File: config.mk
export PLATFORM = sky130hd
export DESIGN_NAME = nv_nvdla_sdp_rdma_gather_flat
export DESIGN_NICKNAME = d
export VERILOG_FILES = /design/src/rtl/nv_nvdla_sdp_rdma_gather_if.sv /design/src/rtl/nv_nvdla_sdp_rdma_gather.sv /design/src/flat_wrapper.sv
export SDC_FILE = /design/constraint.sdc
export NUM_CORES = 2
export LEC_CHECK = 0
export ABC_AREA = 1
export CAP_MARGIN = 20
export CORE_MARGIN = 2
export CORE_UTILIZATION = 40
export CTS_CLUSTER_SIZE = 10
export DETAILED_ROUTE_END_ITERATION = 7
export MAX_ROUTING_LAYER = met4
export PLACE_DENSITY = 0.73
export SYNTH_ARGS = -nofsm -noshare
export SYNTH_HDL_FRONTEND = slang
export SYNTH_SLANG_ARGS = --single-unit
File: constraint.sdc
create_clock -name nvdla_core_clk -period 2.3 [get_ports nvdla_core_clk]
set_input_delay 0.345 -clock nvdla_core_clk [delete_from_list [all_inputs] [get_ports nvdla_core_clk]]
set_output_delay 0.345 -clock nvdla_core_clk [all_outputs]
set_load 0.05 [all_outputs]
File: src/rtl/nv_nvdla_sdp_rdma_gather_if.sv
// Beat-in / word-out handshake bundle for the SDP RDMA gatherer.
// master drives beats and consumes words; slave is the gatherer itself.
interface nv_nvdla_sdp_rdma_gather_if #(
   parameter int unsigned IW = 256,
   parameter int unsigned OW = 512,
   parameter int unsigned CW = 1
);
   logic              inp_pvld;
   logic              inp_prdy;
   logic [IW+CW-1:0]  inp_data;
   logic              out_pvld;
   logic              out_prdy;
   logic [OW+CW-1:0]  out_data;

   modport master (
      output inp_pvld, inp_data, out_prdy,
      input  inp_prdy, out_pvld, out_data
   );

   modport slave (
      input  inp_pvld, inp_data, out_prdy,
      output inp_prdy, out_pvld, out_data
   );
endinterface

File: src/rtl/nv_nvdla_sdp_rdma_gather.sv
// Narrow-to-wide beat gatherer: packs RATIO (or RATIO/2) tagged IW-bit beats
// into one OW-bit word; a non-zero tag closes the group early.
module nv_nvdla_sdp_rdma_gather #(
   parameter int unsigned IW = 256,
   parameter int unsigned OW = 512,
   parameter int unsigned CW = 1
) (
   input  logic                              nvdla_core_clk,
   input  logic                              nvdla_core_rstn,
   input  logic                              cfg_dp_8,
   nv_nvdla_sdp_rdma_gather_if.slave         ifc
);
   localparam int unsigned RATIO = OW / IW;
   localparam int unsigned HALF  = (RATIO > 1) ? RATIO / 2 : 1;
   localparam int unsigned CNTW  = 4;

   logic [CNTW-1:0] cnt;
   logic [CNTW-1:0] lim_c;
   logic [OW-1:0]   acc;
   logic [OW-1:0]   merged_c;
   logic [OW-1:0]   out_word;
   logic [CW-1:0]   out_tag;
   logic [CW-1:0]   in_tag_c;
   logic [IW-1:0]   in_dat_c;
   logic            out_pvld;
   logic            inp_prdy_c;
   logic            inp_acc_c;
   logic            out_acc_c;
   logic            last_c;

   assign in_tag_c   = ifc.inp_data[IW+CW-1:IW];
   assign in_dat_c   = ifc.inp_data[IW-1:0];
   // Ready depends only on the output side so no combinational loop through inp_pvld.
   assign inp_prdy_c = !out_pvld | ifc.out_prdy;
   assign inp_acc_c  = ifc.inp_pvld & inp_prdy_c;
   assign out_acc_c  = out_pvld & ifc.out_prdy;
   assign lim_c      = cfg_dp_8 ? CNTW'(RATIO - 1) : CNTW'(HALF - 1);
   assign last_c     = inp_acc_c & ((cnt == lim_c) | (in_tag_c != '0));

   assign ifc.inp_prdy = inp_prdy_c;
   assign ifc.out_pvld = out_pvld;
   assign ifc.out_data = {out_tag, out_word};

   // Accumulator with the current beat dropped into segment cnt; upper segments zeroed.
   always_comb begin
      merged_c = '0;
      for (int unsigned i = 0; i < RATIO; i++) begin
         if (CNTW'(i) == cnt) begin
            merged_c[i*IW +: IW] = in_dat_c;
         end else if (CNTW'(i) < cnt) begin
            merged_c[i*IW +: IW] = acc[i*IW +: IW];
         end
      end
   end

   always_ff @(posedge nvdla_core_clk or negedge nvdla_core_rstn) begin
      if (!nvdla_core_rstn) begin
         cnt      <= '0;
         acc      <= '0;
         out_word <= '0;
         out_tag  <= '0;
         out_pvld <= 1'b0;
      end else if (last_c) begin
         out_word <= merged_c;
         out_tag  <= in_tag_c;
         out_pvld <= 1'b1;
         acc      <= '0;
         cnt      <= '0;
      end else begin
         if (inp_acc_c) begin
            acc <= merged_c;
            cnt <= cnt + CNTW'(1);
         end
         if (out_acc_c) begin
            out_pvld <= 1'b0;
         end
      end
   end
endmodule

File: src/flat_wrapper.sv
// flat-port wrapper written by rule: the top's interface ports become plain ports
module nv_nvdla_sdp_rdma_gather_flat 
#(
   parameter int unsigned IW = 256,
   parameter int unsigned OW = 512,
   parameter int unsigned CW = 1
)
  (nvdla_core_clk, nvdla_core_rstn, cfg_dp_8, ifc_inp_pvld, ifc_inp_data, ifc_out_prdy, ifc_inp_prdy, ifc_out_pvld, ifc_out_data);
  nv_nvdla_sdp_rdma_gather_if #(.IW(IW), .OW(OW), .CW(CW)) ifc_i ();
  input  logic nvdla_core_clk;
  input  logic nvdla_core_rstn;
  input  logic cfg_dp_8;
  input wire logic [$bits(ifc_i.inp_pvld)-1:0] ifc_inp_pvld;
  input wire logic [$bits(ifc_i.inp_data)-1:0] ifc_inp_data;
  input wire logic [$bits(ifc_i.out_prdy)-1:0] ifc_out_prdy;
  output wire logic [$bits(ifc_i.inp_prdy)-1:0] ifc_inp_prdy;
  output wire logic [$bits(ifc_i.out_pvld)-1:0] ifc_out_pvld;
  output wire logic [$bits(ifc_i.out_data)-1:0] ifc_out_data;
  assign ifc_i.inp_pvld = ifc_inp_pvld;
  assign ifc_i.inp_data = ifc_inp_data;
  assign ifc_i.out_prdy = ifc_out_prdy;
  assign ifc_inp_prdy = ifc_i.inp_prdy;
  assign ifc_out_pvld = ifc_i.out_pvld;
  assign ifc_out_data = ifc_i.out_data;
  nv_nvdla_sdp_rdma_gather #(.IW(IW), .OW(OW), .CW(CW)) u_core (.nvdla_core_clk(nvdla_core_clk), .nvdla_core_rstn(nvdla_core_rstn), .cfg_dp_8(cfg_dp_8), .ifc(ifc_i));
endmodule
==> metrics.md <==
| Metric | Value |
|---|---|
| Status | completed |
| Max-slew violations | 0 |
| Clk pin slew, worst setup/hold paths | 0.06 ns |
| Crit path DAT | 1.91 ns |
| Fin crit share | 97.8% |
| FF-to-FF End | u_core.out_word[6]$_DFFE_PN0P_ |
| Final setup TNS | 0 ns |
| Clock Skew | 0.0306 ns |
| Drt pass-1 iters | 8 |
| Critical path endpoint category | primary output |
| Chip width | 349 um |
| IO buf count | 776 |
| Clk root buf | clkbuf_16 |
| Max IR drop VDD | 844 uV |
| Slowest cell on crit path | clkdlybuf4s50_1 |
| Commonest non-fill, non-tap cell in the layout | nand2_1 |
| Slew headroom | 54.0% |
| GPL Wtd Cong | 0.916 |
| Syn. warnings | 0 |
| Endpoints failing setup | 0 |
| Starting Density | 40.3% |
| Die area | 122000 um2 |
| First-pass GRT wire length | 263 mm |
| Gr ovfl total | 0 |
| CP peak stage delay | 0.84 ns |
| Area of the mapped netlist | 47600 um2 |
| Layout cell share with drive strength beyond 1 | 5.78% |
| CP Class | reg -> out |
| Chip Height | 349 um |
| Seq/Total Area, Yosys | 54.2% |
| Critical path cell sequence | clkdlybuf4s50_1 |
| DRC viols | 0 |
| Vias/cell | 5.52 |
| R2r startpoint | u_core.cnt[1]$_DFFE_PN0P_ |
| Nets@finish | 7089 |
| Unrepaired setup endpoints after global routing | no |
| Gr usage total | 28.1% |
| Number of global-route vias before repair | 44700 |
| Most frequent cells in the layout | nand2_1 (3093), nand3_1 (1539), dfrtp_1 (1030), clkdlybuf4s50_1 (495), dlygate4sd2_1 (259) |
| Post-synthesis cell count | 6201 |
| Int Power | 38.8 mW |
| Worst Tran Pin Value | 0.692 ns |
| Fin. Hold Viols | 0 |
| Clk pwr share | 24.2% |
| Max Clk Rate | 0.444 GHz |
| CTS Buffer Depth | 3 |
| Initial antenna violation count | 16 |
| CP bufs+invs | 1 |
| Fin util | 51.8% |
| CTS buffer count | 116 |
| Io pins | 777 |
| Largest net degree at the start of global routing | 114 |
| H-tree levels | 3 |
| Critical path required time | 1.96 ns |
| Fin crit period | 2.25 ns |
| Syn Area/Cell | 7.67 um2 |
| Routed WL | 169 mm |
| Syn nets | 6465 |
| CP startpoint kind | flip-flop |
| Synth Register Bits | 1030 |
| PD cells | 1130 nW/um2 |
| Fill cells | 10800 |
| Post-CTS setup buffer count | 0 |
| Area grow syn2layout | 28.5% |
| Hold WC Path Type | in -> async |
| Area of placed instances | 58200 um2 |
| P_leak | 33.8 nW |
| Largest fanout on the critical path | 2 |
| Crit-path leading delay family | buffers and inverters |
| Worst R2R Path Depth | 8 |
| Flop-to-flop setup slack | 0.26 ns |
| Detail Placement HPWL | 114 mm |
| Total number of vias | 46400 |
| DR WL/cell | 20.1 um |
| Power Total | 69.0 mW |
| Row count | 126 |
| CTS tree | built |
| Iteration-0 DRC Markers | 4898 |
| Post-route cell area | 61100 um2 |
| Post-synth cell types | 18 |
| Core Footprint | 118000 um2 |
| Psw | 30.1 mW |
| Post-route ant nets | 0 |
| Clock Latency Late Sink | 0.71 ns |
| Logic pwr share | 40.6% |
| Sequential power share | 35.3% |
| Clock sinks | 1030 |
| Max Cap Viol | 0 |
| Switching share of power | 43.7% |
==> what timing repair did <==
action,CTS,global route
resized for setup,259,10
endpoints found under the hold margin,111,0
hold buffers,1,0
setup endpoints to repair,259,10
==> cell usage after synthesis <==
master | instances | area (um2)
nand2_1 | 3095 | 11600
buf_4 | 7 | 52.6
inv_1 | 6 | 22.5
clkbuf_1 | 195 | 732
a21oi_1 | 1 | 5.00
nand3_1 | 1539 | 7700
nand2_4 | 2 | 22.5
xor2_1 | 1 | 8.76
buf_1 | 22 | 82.6
nand4_1 | 2 | 12.5
inv_2 | 3 | 11.3
buf_2 | 283 | 1420
nor2_4 | 1 | 11.3
nand2_2 | 2 | 12.5
nor2_1 | 6 | 22.5
ha_1 | 2 | 25.0
dfrtp_1 | 1030 | 25800
buf_6 | 4 | 45.0
==> metal layers <==
metal	wire length, um	vias to the layer above	track usage, %
li1	-	21100	-
met1	68700	22400	36.9
met2	76100	2428	41.5
met3	14900	487	5.19
met4	9230	0	14.3
met5	0	-	-
==> registers in the layout (all words and copies together) (netlist names) <==
register and flops:
u_core.ifc.out_pvld 1, u_core.acc 512, u_core.cnt 4, u_core.out_word 512, u_core.out_tag 1
==> metrics by stage <==
stage	hold slack (ns)	cells	worst slack, ns
after CTS	0.166	8392	0.0000902
after detailed placement	0.341	8242	0.127
final	0.204	8407	0.0499
after floorplan	0.0494	6201	0.277
after global placement	0.344	8242	0.116
after global routing	0.194	8406	0.000766
==> cells by family after synthesis <==
| family | after synthesis | share of synthesized area, % |
|---|---|---|
| buf+inv | 520 | 4.97 |
| flops | 1030 | 54.2 |
| xor+xnor | 1 | 0.0184 |
| compound gates | 1 | 0.0105 |
| simple gates | 4647 | 40.8 |
| fa+ha+maj | 2 | 0.0526 |
==> final cells by class <==
cell class | instances | area (um2) | share of cell area (%)
inverters | 9 | 41.3 | 0.0675
clock buffers | 138 | 3020 | 4.93
well taps | 1536 | 1920 | 3.14
repair buffers | 1017 | 10600 | 17.4
clock inverters | 11 | 199 | 0.325
multi-input cells | 4651 | 19500 | 31.9
flip-flops and latches | 1030 | 25800 | 42.2
diodes | 15 | 37.5 | 0.0614
==> how the worst max path moves through the flow <==
| stage | start | endpoint | slack, ns | cells past startpoint |
|---|---|---|---|---|
| after floorplan | u_core.ifc.out_pvld$_DFFE_PN0P_ | u_core.acc[171]$_DFFE_PN0P_ | 0.28 | 7 |
| after global placement | ifc_out_prdy | u_core.cnt[3]$_DFFE_PN0P_ | 0.12 | 10 |
| after detailed placement | ifc_out_prdy | u_core.cnt[3]$_DFFE_PN0P_ | 0.13 | 10 |
| after CTS | u_core.out_word[467]$_DFFE_PN0P_ | ifc_out_data[467] | 0.00009 | 1 |
| after global routing | u_core.out_word[229]$_DFFE_PN0P_ | ifc_out_data[229] | 0.0008 | 1 |
| final | u_core.out_word[403]$_DFFE_PN0P_ | ifc_out_data[403] | 0.05 | 1 |
==> power groups by stage <==
stage	registers (mW)	logic, mW	clock network (mW)
after CTS	24.3	28.0	16.9
after floorplan	32.9	8.56	0
after detailed placement	24.5	28.8	0
after global routing	24.6	29.7	17.6
after global placement	24.5	28.5	0
final	24.3	28.0	16.7
(Power assumes the default switching activity.)
